==> config.mk <==
export PLATFORM = sky130hd
export DESIGN_NAME = sr_cmd_gen
export DESIGN_NICKNAME = d
export VERILOG_FILES = /design/src/rtl/sr_cmd_gen.sv
export SDC_FILE = /design/constraint.sdc
export NUM_CORES = 1
export LEC_CHECK = 0
export BUFFER_PORTS_ARGS = -buffer_cell sky130_fd_sc_hd__buf_2
export CAP_MARGIN = 20
export CELL_PAD_IN_SITES_DETAIL_PLACEMENT = 1
export CELL_PAD_IN_SITES_GLOBAL_PLACEMENT = 1
export CORE_MARGIN = 5
export CORE_UTILIZATION = 45
export CTS_CLUSTER_SIZE = 40
export DETAILED_ROUTE_END_ITERATION = 8
export PLACE_DENSITY_LB_ADDON = 0.15
export SYNTH_ARGS = -nofsm -noshare
export SYNTH_HDL_FRONTEND = slang
export SYNTH_SLANG_ARGS = --single-unit
==> constraint.sdc <==
create_clock -name clk -period 2.05 [get_ports clk]
set_clock_uncertainty 0.1 [all_clocks]
set_input_delay 0.41 -clock clk [delete_from_list [all_inputs] [get_ports clk]]
set_output_delay 0.41 -clock clk [all_outputs]
set_load 0.01 [all_outputs]
==> src/rtl/sr_cmd_gen.sv <==
// sr_cmd_gen: debounces raw set/clear request lines and issues mutually
// exclusive, registered s/r pulses toward the SR latch stage, with a
// programmable idle gap after every pulse. Clear wins over set.
module sr_cmd_gen #(
  parameter int unsigned DEB_CYCLES = 4,  // stable cycles to accept a level change (1..255)
  parameter int unsigned GAP_CYCLES = 2   // idle cycles after each pulse (0..15)
) (
  input  logic clk,
  input  logic rst,       // synchronous, active-low
  input  logic set_in,
  input  logic clr_in,
  output logic s,
  output logic r,
  output logic conflict,
  output logic busy
);

  typedef enum logic [1:0] {
    IDLE  = 2'd0,
    SET_P = 2'd1,
    CLR_P = 2'd2,
    GAP   = 2'd3
  } state_t;

  localparam int unsigned CH_SET = 0;
  localparam int unsigned CH_CLR = 1;

  localparam logic [7:0] DEB_LAST = 8'(DEB_CYCLES);
  localparam logic [3:0] GAP_LAST = (GAP_CYCLES == 0) ? 4'd0 : 4'(GAP_CYCLES - 1);

  // Per-channel vectors: bit CH_SET is the set channel, bit CH_CLR the clear channel.
  logic [1:0]      sync1_q, sync1_d;
  logic [1:0]      sync2_q, sync2_d;
  logic [1:0]      deb_q, deb_d;
  logic [1:0]      deb_dly_q, deb_dly_d;
  logic [1:0][7:0] cnt_q, cnt_d;
  logic [1:0]      pend_q, pend_d;
  state_t          state_q, state_d;
  logic [3:0]      gap_cnt_q, gap_cnt_d;
  logic            s_q, s_d;
  logic            r_q, r_d;
  logic            conflict_q, conflict_d;
  logic            busy_q, busy_d;

  logic [1:0] rise;
  logic       take_set;
  logic       take_clr;

  // Synchronizers and debounce counters: a level change is accepted once the
  // synchronized input has disagreed with the debounced level for DEB_CYCLES
  // consecutive cycles; any agreement restarts the count.
  always_comb begin
    // NOTE: every variable gets a default before any branch so no path leaves it unassigned and no latch is inferred.
    sync1_d   = {clr_in, set_in};
    sync2_d   = sync1_q;
    deb_dly_d = deb_q;
    deb_d     = deb_q;
    cnt_d     = '0;
    for (int ch = 0; ch < 2; ch++) begin
      if (sync2_q[ch] != deb_q[ch]) begin
        if (cnt_q[ch] + 8'd1 == DEB_LAST) begin
          deb_d[ch] = ~deb_q[ch];
        end else begin
          cnt_d[ch] = cnt_q[ch] + 8'd1;
        end
      end
    end
    rise = deb_q & ~deb_dly_q;
  end

  // Pulse FSM next state, pending-request bookkeeping and registered outputs.
  always_comb begin
    state_d   = state_q;
    gap_cnt_d = gap_cnt_q;
    take_set  = 1'b0;
    take_clr  = 1'b0;
    unique case (state_q)
      IDLE: begin
        if (pend_q[CH_CLR]) begin
          state_d  = CLR_P;
          take_clr = 1'b1;
        end else if (pend_q[CH_SET]) begin
          state_d  = SET_P;
          take_set = 1'b1;
        end
      end
      SET_P, CLR_P: begin
        gap_cnt_d = 4'd0;
        state_d   = (GAP_CYCLES == 0) ? IDLE : GAP;
      end
      GAP: begin
        if (gap_cnt_q == GAP_LAST) begin
          state_d = IDLE;
        end else begin
          gap_cnt_d = gap_cnt_q + 4'd1;
        end
      end
      default: state_d = IDLE;
    endcase

    // A set that rises together with a clear is discarded in favour of the clear.
    pend_d[CH_CLR] = (pend_q[CH_CLR] & ~take_clr) | rise[CH_CLR];
    pend_d[CH_SET] = (pend_q[CH_SET] & ~take_set) | (rise[CH_SET] & ~rise[CH_CLR]);
    conflict_d     = rise[CH_SET] & rise[CH_CLR];

    // Outputs are decoded from the next state so they leave flops aligned with it.
    s_d    = (state_d == SET_P);
    r_d    = (state_d == CLR_P);
    busy_d = (state_d != IDLE);
  end

  // State registers with synchronous active-low reset.
  always_ff @(posedge clk) begin
    // NOTE: sequential state uses non-blocking assignments so every flop samples pre-edge values.
    if (!rst) begin
      sync1_q    <= '0;
      sync2_q    <= '0;
      deb_q      <= '0;
      deb_dly_q  <= '0;
      cnt_q      <= '0;
      pend_q     <= '0;
      state_q    <= IDLE;
      gap_cnt_q  <= '0;
      s_q        <= 1'b0;
      r_q        <= 1'b0;
      conflict_q <= 1'b0;
      busy_q     <= 1'b0;
    end else begin
      sync1_q    <= sync1_d;
      sync2_q    <= sync2_d;
      deb_q      <= deb_d;
      deb_dly_q  <= deb_dly_d;
      cnt_q      <= cnt_d;
      pend_q     <= pend_d;
      state_q    <= state_d;
      gap_cnt_q  <= gap_cnt_d;
      s_q        <= s_d;
      r_q        <= r_d;
      conflict_q <= conflict_d;
      busy_q     <= busy_d;
    end
  end

  assign s        = s_q;
  assign r        = r_q;
  assign conflict = conflict_q;
  assign busy     = busy_q;

endmodule

Word-level counts from Yosys, hierarchy flattened
Index checks and enable logic that the tools add are counted.

Bits of input ports: 4. Bits in registers: 36. Word-level logic and storage cells: 64. Output and inout port bits: 4.

Equal/unequal tests: 11. Add/sub/neg operators: 3. Bitwise logic cells: 16. Reduce and logical (&&, ||, !) cells: 9. Mux-type cells: 11.

Operator list (number): $add 8x1->8 const B (2); $eq 8x3->1 const B (2); $not 1->1 (8); $pmux 4 s2 (1); $eq 2x2->1 const B (3); $mux 2 (3); $pmux 2 s3 (1); $reduce_and 2->1 (3); $reduce_or 3->1 (2); $mux 1 (5); $add 4x1->4 const B (1); $and 1x1->1 (4); $eq 2x1->1 const B (2); $eq 4x1->1 const B (1); $mux 4 (1); $reduce_bool 2->1 (2); $and 2x2->2 (1); $logic_not 2->1 (1); $ne 1x1->1 (2); $ne 2x2->1 const B (1); $not 2->2 (1); $or 1x1->1 (2); $reduce_or 2->1 (1).

Longest topological paths before layout
Gate-level depths: netlist (run 1).

Word-level depth: 6. Depth in mapped cells: 7. Gate-level depth less buffers: 7.

Worst setup path before layout (run 1)
No wires, ideal clock.

Path kind: reg-to-reg. Start: register state_q[0]. End: register r_q (netlist: r). Stages on the path, launching flop included: 8. Path buffers: 0. Period minus slack after synthesis: 1.584 ns. Library setup time: 0.114 ns. Required time: 1.836 ns. Data arrival time: 1.370 ns. Path slack: 0.466 ns. Path through: dfxtp_1 inv_1 ha_1 nor2b_1 a22oi_1 o311ai_0 and2_1 and2b_1.

Word-level cells in the longest chain between the ends: 4. Elaborated cells between the ends (all ways): 10. Those cells by class: eq/ne (4); mux (4); reduce/logical (2).

Ends and longest elaborated chain: start, declared (line 38) `state_t state_q, state_d;`; start signal, assigned (line 135) `state_q <= state_d;`; $eq 2x1->1, or another cell as far along (line 77) `unique case (state_q)`; $reduce_or 2->1 or $mux 2 (tied branches) (line 77, 79); $pmux 2 s3 (*) (line 77); $eq 2x2->1 (*) (line 108) `r_d = (state_d == CLR_P);`; end signal, assigned (line 138) `r_q <= r_d;`; end, declared (line 41) `logic r_q, r_d;`.

Mark *: on every way between the ends. The rest lies on a longest branch, timed or not. A chain may end at the register's enable or synchronous reset.

Worst setup path after layout (run 1)
Start: register state_q[1]. End: register r_q (netlist: r).

The elaborated chain is that of the path after synthesis.

==> results of run 1 <==
==> worst max-delay path, cell delays in order, from the launching register on <==
cell,delay [ps]
dfxtp_1,380
inv_1,70
ha_1,230
nor2b_1,170
a22oi_1,140
o311ai_0,220
and2_1,230
and2b_1,150
==> layer usage <==
metal	track usage	wire length [microns]
met1	0.166	1250
met2	0.243	1360
met3	0.0449	69
met4	0.0608	25
met5	0	0
==> registers in the layout (all words and copies together) (netlist names) <==
signal / count
deb_dly_d: 2
cnt_q: 16
sync1_q: 2
sync2_q: 2
s: 1
conflict: 1
r: 1
busy: 1
state_q: 2
gap_cnt_q: 4
deb_dly_q: 2
pend_q: 2
==> cell type report <==
class                           instances  area share
Timing Repair Buffer                    7      0.0206
Inverter                               10      0.0220
Sequential cell                        36       0.423
Clock buffer                            5      0.0220
Multi-Input combinational cell        109       0.426
Clock inverter                          3      0.0529
Tap cell                               46      0.0338
==> power by group through the flow <==
| stage | Combinational [mW] | Sequential [mW] | Clock (mW) |
|---|---|---|---|
| 6_report | 0.168 | 0.744 | 0.739 |
| 2_1_floorplan | 0.109 | 0.769 | 0 |
| 3_3_place_gp | 0.158 | 0.759 | 0 |
| 5_1_grt | 0.193 | 0.749 | 0.791 |
| 3_5_place_dp | 0.169 | 0.761 | 0 |
| 4_1_cts | 0.170 | 0.745 | 0.759 |
==> metrics by stage <==
step                      utilization  instances  hold WS, ps
after global placement          0.480        208          305
final                           0.519        216          187
after floorplan                     -        157          290
after CTS                       0.519        216          170
after detailed placement        0.480        208          326
after global routing            0.519        216          160
==> final timing paths <==
path	start	endpoint	cells after the start
setup / recovery	state_q[1]	r	7
hold / removal	clr_in	sync1_q[1]	2
setup reg to reg	state_q[1]	r	7
hold reg to reg	deb_dly_q[0]	conflict	1
==> cell families after synthesis <==
group | Yosys count
buffers and inverters | 12
and+or+nand+nor | 70
adders and majority gates | 7
xor gates and xnor gates | 15
AOI/OAI and AO/OA | 16
muxes | 1
DFF | 36
==> layout by cell type, fill, tap and decap left out <==
master     synthesis  final
nor2_1            16     16
xnor2_1            6      6
nand3_2            1      1
nor4b_1            2      2
a31o_2             1      1
and3_1             5      5
nand2_1           10     10
nor3_1             3      3
nand2b_1           2      2
a21boi_0           3      3
and2b_1            1      1
nor2b_1            4      4
o31ai_4            1      1
clkbuf_4           0      5
a22oi_1            1      1
dfxtp_1           36     36
inv_1             10     10
xor2_1             9      9
ha_1               7      7
nand3b_1           2      2
a21oi_1            2      2
nor4_2             1      1
and2_1             9      9
mux2i_1            1      1
nand3_1           13     13
o311ai_0           1      1
o21ba_2            1      1
buf_2              0      7
o21a_1             2      2
o21ai_0            4      4
bufinv_16          0      3
nor3b_1            1      1
==> results.ini, run 1 <==
[logic_synthesis]
post_synthesis_cell_area_sq_mm = 0.00149
post-synth-top-area-cell = dfxtp_1
synth.mux.area_fraction = 0.00671
synth_area_in_compound_gates = 0.0831
synth.yosys.seq_area_share = 0.483
yosys.area_share.simple = 0.250
yosys_most_used_dff = dfxtp_1
avgSynthCellArea_sq_um = 9.50
synth_top_family_by_area = simple AND/OR/NAND/NOR gates
yosysWarningCount = 0
synth_commonest_cells = 36 x dfxtp_1, 16 x nor2_1, 13 x nand3_1, 10 x inv_1, 10 x nand2_1
synth.distinct_cells = 30
postSynthNetCount = 168
asyncSetResetFlopFracSynth = 0
post-synth-top-area-fraction = 0.483
yosysMostFrequentCell = dfxtp_1
synth_seq_cells = 36
synth_xor_area_frac = 0.0881
synth_enable_flop_cells = 0
synthesis.instances = 157
ys_top_cells_by_area = dfxtp_1 48%, ha_1 5.9%, xor2_1 5.3%
post_synth_fa_ha_maj_area_fraction = 0.0587

[placed_design]
place_worst_setup_slack_ps = 313
hpwlAfterDp_microns = 1960
gpl.final_weighted_congestion = 0.768
portBuffers = 7
placed_cell_area_sq_mm = 0.00158

[power_and_ir_drop]
switching_power_mw = 0.350
seq_power_share = 0.451
switching_share = 0.212
power.total_mw = 1.65
leakage_nw = 0.690
power.clock.fraction = 0.448
p_per_area_mw_per_mm2 = 969
cell_internal_pwr_mw = 1.30
combinationalPowerShare = 0.101
ir_worst_vdd_mv = 0.666

[floorplanning]
die_area_sq_mm = 0.00457
die_width_microns = 67.6
core_area_sq_mm = 0.00328
start_util = 0.454
die_y_microns = 67.6
floorplan.rows = 21
top_level_ports = 8

[clock_tree]
clock_latency_late_sink_ps = 330
postCtsSetupBuffers = 0
cts_num_sinks = 36
htreeDepth = 2
tritoncts = yes
clock_tree.buffer_depth = 2
cts_resized = 0
cts_hold_repair.buffers = 0
cts.reportedPaths.clkPinSlew_ps = 120
clock_tree.root_cell = clkbuf_4
numCtsBuffers = 5

[timing]
rsz_0062_raised_after_global_routing = false
worstMarginPinSlew_ps = 534
final_min_period_over_clock_period = 0.860
final_hold_viol_count = 0
post_route_minimum_period_ps = 1760
fin_setup_tns_ps = 0
timing_max_transition_violations_final = 0
timing.final.setup_violations = 0
max_freq_ghz = 0.567
setup_ws_ps = 288
worst_slew_margin_rel = 0.640

[drt]
detail-route-antenna-nets = 0
drt_wl_total_microns = 2710
route.vias.total = 1069
drtIter0Drc = 19
detailedRoute.firstPassIterationCount = 3
vias_per_cell = 4.95
wl_per_cell_microns = 12.5
post-route-drc-count = 0

[worst_setup_path]
timing.reg2reg.setup_slack_ps = 290
crit_arrival_ps = 1910
setup.worst_path.class = register to register
crit_path_max_fanout = 5
crit_path_start_kind = register
cp.required_ps = 2190
endpoint_type_of_the_worst_setup_path = register

[finish]
ff_latch_area_sq_um = 721
final_layout_size_suffix_gt1_frac = 0.118
final_nets = 180
stdcell_area_sq_mm = 0.00170
layout-area-overhead-vs-synth_pct = 14.3
multi_input_gate_area_in_the_final_layout_sq_um = 726
fillCellCount = 393
antennaDiodeCount = 0

[global_routing]
total_track_usage = 0.144
grt_max_degree = 22
grt_pass1_wl_microns = 4860
grt-ovfl-total = 0
first_global_vias = 1111
antenna_violations_before_repair = 0

[status]
outcome = finished, final reports clean

[worst_hold_path]
hp-class = primary input to register

[flow_run]
drv.max_cap_violation_count = 0

No activity file was read; power rests on OpenSTA's default activity.
==> run 2, diff against run 1 <==
--- a/config.mk
+++ b/config.mk
@@ -14,6 +14,8 @@
 export CTS_CLUSTER_SIZE = 40
 export DETAILED_ROUTE_END_ITERATION = 8
 export PLACE_DENSITY_LB_ADDON = 0.15
+export RECOVER_POWER = 25
+export SLEW_MARGIN = 20
 export SYNTH_ARGS = -nofsm -noshare
 export SYNTH_HDL_FRONTEND = slang
 export SYNTH_SLANG_ARGS = --single-unit
==> results.ini, run 2 (synthesis results as in run 1) <==
[timing]
worstMarginPinSlew_ps = 706
fin_setup_tns_ps = 0
final_hold_viol_count = 0
max_freq_ghz = 0.567
post_route_minimum_period_ps = 1760
holdWs_ps = 187
final_min_period_over_clock_period = 0.860
rsz_0062_raised_after_global_routing = false
worst_slew_margin_rel = 0.529
timing.final.setup_violations = 0
timing_max_transition_violations_final = 0

[placed_design]
portBuffers = 7
gpl.final_weighted_congestion = 0.768
hpwlAfterDp_microns = 1960

[clock_tree]
cts_hold_repair.buffers = 0
postCtsSetupBuffers = 0
cts_resized = 0
clock_tree.buffer_depth = 2
tritoncts = yes
numCtsBuffers = 5
htreeDepth = 2
cts.reportedPaths.clkPinSlew_ps = 120
clock_latency_late_sink_ps = 330
clock_tree.root_cell = clkbuf_4
cts_num_sinks = 36

[finish]
antennaDiodeCount = 0
largest_reg_flops = 16
multi_input_gate_area_in_the_final_layout_sq_um = 726
largest-register = cnt_q
leading_cell_type_in_the_layout_fill_and_taps_excluded = dfxtp_1
largestRegisters = cnt_q (16), gap_cnt_q (4)
final_layout_size_suffix_gt1_frac = 0.112
ff_latch_area_sq_um = 721
final_nets = 180
fillCellCount = 394
layout-area-overhead-vs-synth_pct = 14.2
final_cell_mix = 36 x dfxtp_1, 16 x nor2_1, 13 x nand3_1

[power_and_ir_drop]
power.total_mw = 1.65
leakage_nw = 0.685
ir_worst_vdd_mv = 0.666
p_per_area_mw_per_mm2 = 969

[global_routing]
first_global_vias = 1111
grt_pass1_wl_microns = 4860
globalRouteMet2Util = 0.243
grt_max_degree = 22
gr-usage-met3 = 0.0449
total_track_usage = 0.144
antenna_violations_before_repair = 0
grt-ovfl-total = 0
top_usage_layer = met2
grt_util_met1 = 0.166

[worst_setup_path]
critical_path.top_delay_family = simple AND/OR/NAND/NOR gates
setup.worst_path.class = register to register
crit_arrival_ps = 1910
ordered_cell_list_for_the_critical_path = inv_1 -> ha_1 -> nor2b_1 -> a22oi_1 -> o311ai_0 -> and2_1 -> and2b_1
timing.critical_path.slowest_stage_cell = dfxtp_1
crit_path_start_kind = register
endpoint_type_of_the_worst_setup_path = register
critical_path.n_buffers_inverters = 1
crit_path_max_fanout = 5
cp.required_ps = 2190
critPathMaxStageDelay_ps = 380

[drt]
post-route-drc-count = 0
drtIter0Drc = 19
wl_per_cell_microns = 12.5
vias_per_cell = 4.94
detailedRoute.firstPassIterationCount = 3
detail-route-antenna-nets = 0
route.vias.total = 1068
drt_wl_total_microns = 2710

[flow_run]
drv.max_cap_violation_count = 0

[floorplanning]
top_level_ports = 8
floorplan.rows = 21
die_y_microns = 67.6
die_area_sq_mm = 0.00457
die_width_microns = 67.6
core_area_sq_mm = 0.00328
start_util = 0.454

[status]
outcome = finished, final reports clean

[worst_hold_path]
hp-class = primary input to register

-- run 2: final timing paths --
kind / from / end / slack (ps) / depth (start not counted)
worst max register to register: state_q[1] / r / 290 / 7
worst min-delay path: clr_in / sync1_q[1] / 190 / 2
worst min register to register: deb_dly_q[0] / conflict / 320 / 1
worst max-delay path: state_q[1] / r / 290 / 7
-- run 2: per-stage QoR --
| stage | instance area (sq um) | instances | utilization | worst slack [ps] |
|---|---|---|---|---|
| after floorplan | 1490 | 157 | - | 466 |
| after global placement | 1580 | 208 | 0.480 | 345 |
| after detailed placement | 1580 | 208 | 0.480 | 313 |
| after CTS | 1700 | 216 | 0.519 | 265 |
| after global routing | 1700 | 216 | 0.518 | 83.0 |
| final | 1700 | 216 | 0.518 | 286 |
-- run 2: final cells by class --
| cell class | instances | share of cell area |
|---|---|---|
| Inverter | 10 | 0.0220 |
| Sequential cell | 36 | 0.423 |
| Timing Repair Buffer | 7 | 0.0198 |
| Multi-Input combinational cell | 109 | 0.426 |
| Clock buffer | 5 | 0.0220 |
| Clock inverter | 3 | 0.0529 |
| Tap cell | 46 | 0.0338 |
-- run 2: power breakdown --
| part | total (mW) | switching, mW | internal [mW] | leakage, nW |
|---|---|---|---|---|
| clock | 0.739 | 0.237 | 0.503 | 0.0654 |
| sequential | 0.744 | 0.0130 | 0.731 | 0.291 |
| combinational | 0.167 | 0.100 | 0.0668 | 0.329 |
| total | 1.65 | 0.350 | 1.30 | 0.685 |
-- run 2: layer usage --
metal,routed length (microns),share of wire
met2,1360,0.50
met5,0,0
met4,25,0.0092
met1,1250,0.46
met3,69,0.025
==> run 3, diff against run 2 <==
==> constraint.sdc (replaced) <==
create_clock -name clk -period 2.05 [get_ports clk]
set_clock_uncertainty 0.1 [all_clocks]
set_input_delay 0.3075 -clock clk [delete_from_list [all_inputs] [get_ports clk]]
set_output_delay 0.3075 -clock clk [all_outputs]
set_load 0.01 [all_outputs]
==> results.ini, run 3 (synthesis results as in run 1) <==
[placed_design]
place_worst_setup_slack_ps = 313
portBuffers = 7
gpl.final_weighted_congestion = 0.768
hpwlAfterDp_microns = 1960

[global_routing]
grt_max_degree = 22
first_global_vias = 1111
grt_pass1_wl_microns = 4860
grt-ovfl-total = 0
total_track_usage = 0.144
antenna_violations_before_repair = 0

[timing]
fin_setup_tns_ps = 0
setup_ws_ps = 286
max_freq_ghz = 0.567
worstMarginPinSlew_ps = 706
post_route_minimum_period_ps = 1760
final_min_period_over_clock_period = 0.860
final_hold_viol_count = 0
timing_max_transition_violations_final = 0
worst_slew_margin_rel = 0.530
rsz_0062_raised_after_global_routing = false
timing.final.setup_violations = 0

[power_and_ir_drop]
combinationalPowerShare = 0.100
switching_share = 0.212
power.clock.fraction = 0.448
p_per_area_mw_per_mm2 = 970
cell_internal_pwr_mw = 1.30
switching_power_mw = 0.350
seq_power_share = 0.451
ir_worst_vdd_mv = 0.666
leakage_nw = 0.672

[finish]
final_core_util = 0.517
antennaDiodeCount = 0
final_cell_mix = 36 x dfxtp_1, 16 x nor2_1, 13 x nand3_1
layout-area-overhead-vs-synth_pct = 13.9
fillCellCount = 392
ff_latch_area_sq_um = 721
final_layout_size_suffix_gt1_frac = 0.0941
largestRegisters = cnt_q (16), gap_cnt_q (4)
leading_cell_type_in_the_layout_fill_and_taps_excluded = dfxtp_1
largest-register = cnt_q
final_nets = 180
multi_input_gate_area_in_the_final_layout_sq_um = 726
largest_reg_flops = 16

[drt]
route.vias.total = 1068
drtIter0Drc = 19
wl_per_cell_microns = 12.5
drt_wl_total_microns = 2710
post-route-drc-count = 0
detailedRoute.firstPassIterationCount = 3
vias_per_cell = 4.94
detail-route-antenna-nets = 0

[clock_tree]
cts.reportedPaths.clkPinSlew_ps = 120
clock_tree.buffer_depth = 2
cts_hold_repair.buffers = 0
postCtsSetupBuffers = 0
clock_tree.root_cell = clkbuf_4
cts_resized = 0
numCtsBuffers = 5
clock_latency_late_sink_ps = 330
tritoncts = yes
htreeDepth = 2
cts_num_sinks = 36

[flow_run]
drv.max_cap_violation_count = 0

[floorplanning]
die_width_microns = 67.6
floorplan.rows = 21
die_area_sq_mm = 0.00457
top_level_ports = 8
start_util = 0.454
die_y_microns = 67.6
core_area_sq_mm = 0.00328

[status]
outcome = finished, final reports clean

[worst_setup_path]
crit_arrival_ps = 1910
crit_path_max_fanout = 5
setup.worst_path.class = register to register
crit_path_start_kind = register
timing.reg2reg.setup_slack_ps = 290
cp.required_ps = 2190
endpoint_type_of_the_worst_setup_path = register

[worst_hold_path]
hp-class = primary input to register

-- run 3: power groups by stage --
| stage | Clock, mW | Sequential (mW) | Combinational (mW) |
|---|---|---|---|
| 2_1_floorplan | 0 | 0.769 | 0.109 |
| 3_3_place_gp | 0 | 0.759 | 0.158 |
| 3_5_place_dp | 0 | 0.761 | 0.169 |
| 4_1_cts | 0.759 | 0.745 | 0.170 |
| 5_1_grt | 0.791 | 0.749 | 0.191 |
| 6_report | 0.739 | 0.744 | 0.165 |
-- run 3: final timing paths --
check / start / to / cells past startpoint
setup / recovery: state_q[1] / r / 7
hold / removal: clr_in / sync1_q[1] / 2
setup reg to reg: state_q[1] / r / 7
hold reg to reg: deb_dly_q[0] / conflict / 1
-- run 3: per-layer routing --
layer  global-route usage  vias up  part of all wire  wire, microns
li1                     -      548                 -              -
met1                0.166      510              0.46           1260
met2                0.243        8              0.50           1370
met3               0.0449        2             0.023             63
met4               0.0608        0            0.0092             25
met5                    0        -                 0              0
-- run 3: area by class of cell --
class | count | area share
clock buffers | 5 | 0.0221
clock inverters | 3 | 0.0530
inverters | 10 | 0.0221
multi-input cells | 109 | 0.427
flip-flops and latches | 36 | 0.424
well taps | 46 | 0.0339
repair buffers | 7 | 0.0177
-- run 3: per-stage QoR --
step	cells	hold WS (ps)	cell area, sq um	power [mW]
after CTS	216	67.5	1700	1.67
after detailed placement	208	326	1580	0.930
after floorplan	157	290	1490	0.877
after global placement	208	305	1580	0.917
final	216	84.2	1700	1.65
after global routing	216	57.1	1700	1.73
-- run 3: worst max-delay path, stage by stage, from the launching register on --
cell and delay [ps]:
dfxtp_1 380, inv_1 70, ha_1 230, nor2b_1 170, a22oi_1 140, o311ai_0 220, and2_1 230, and2b_1 150
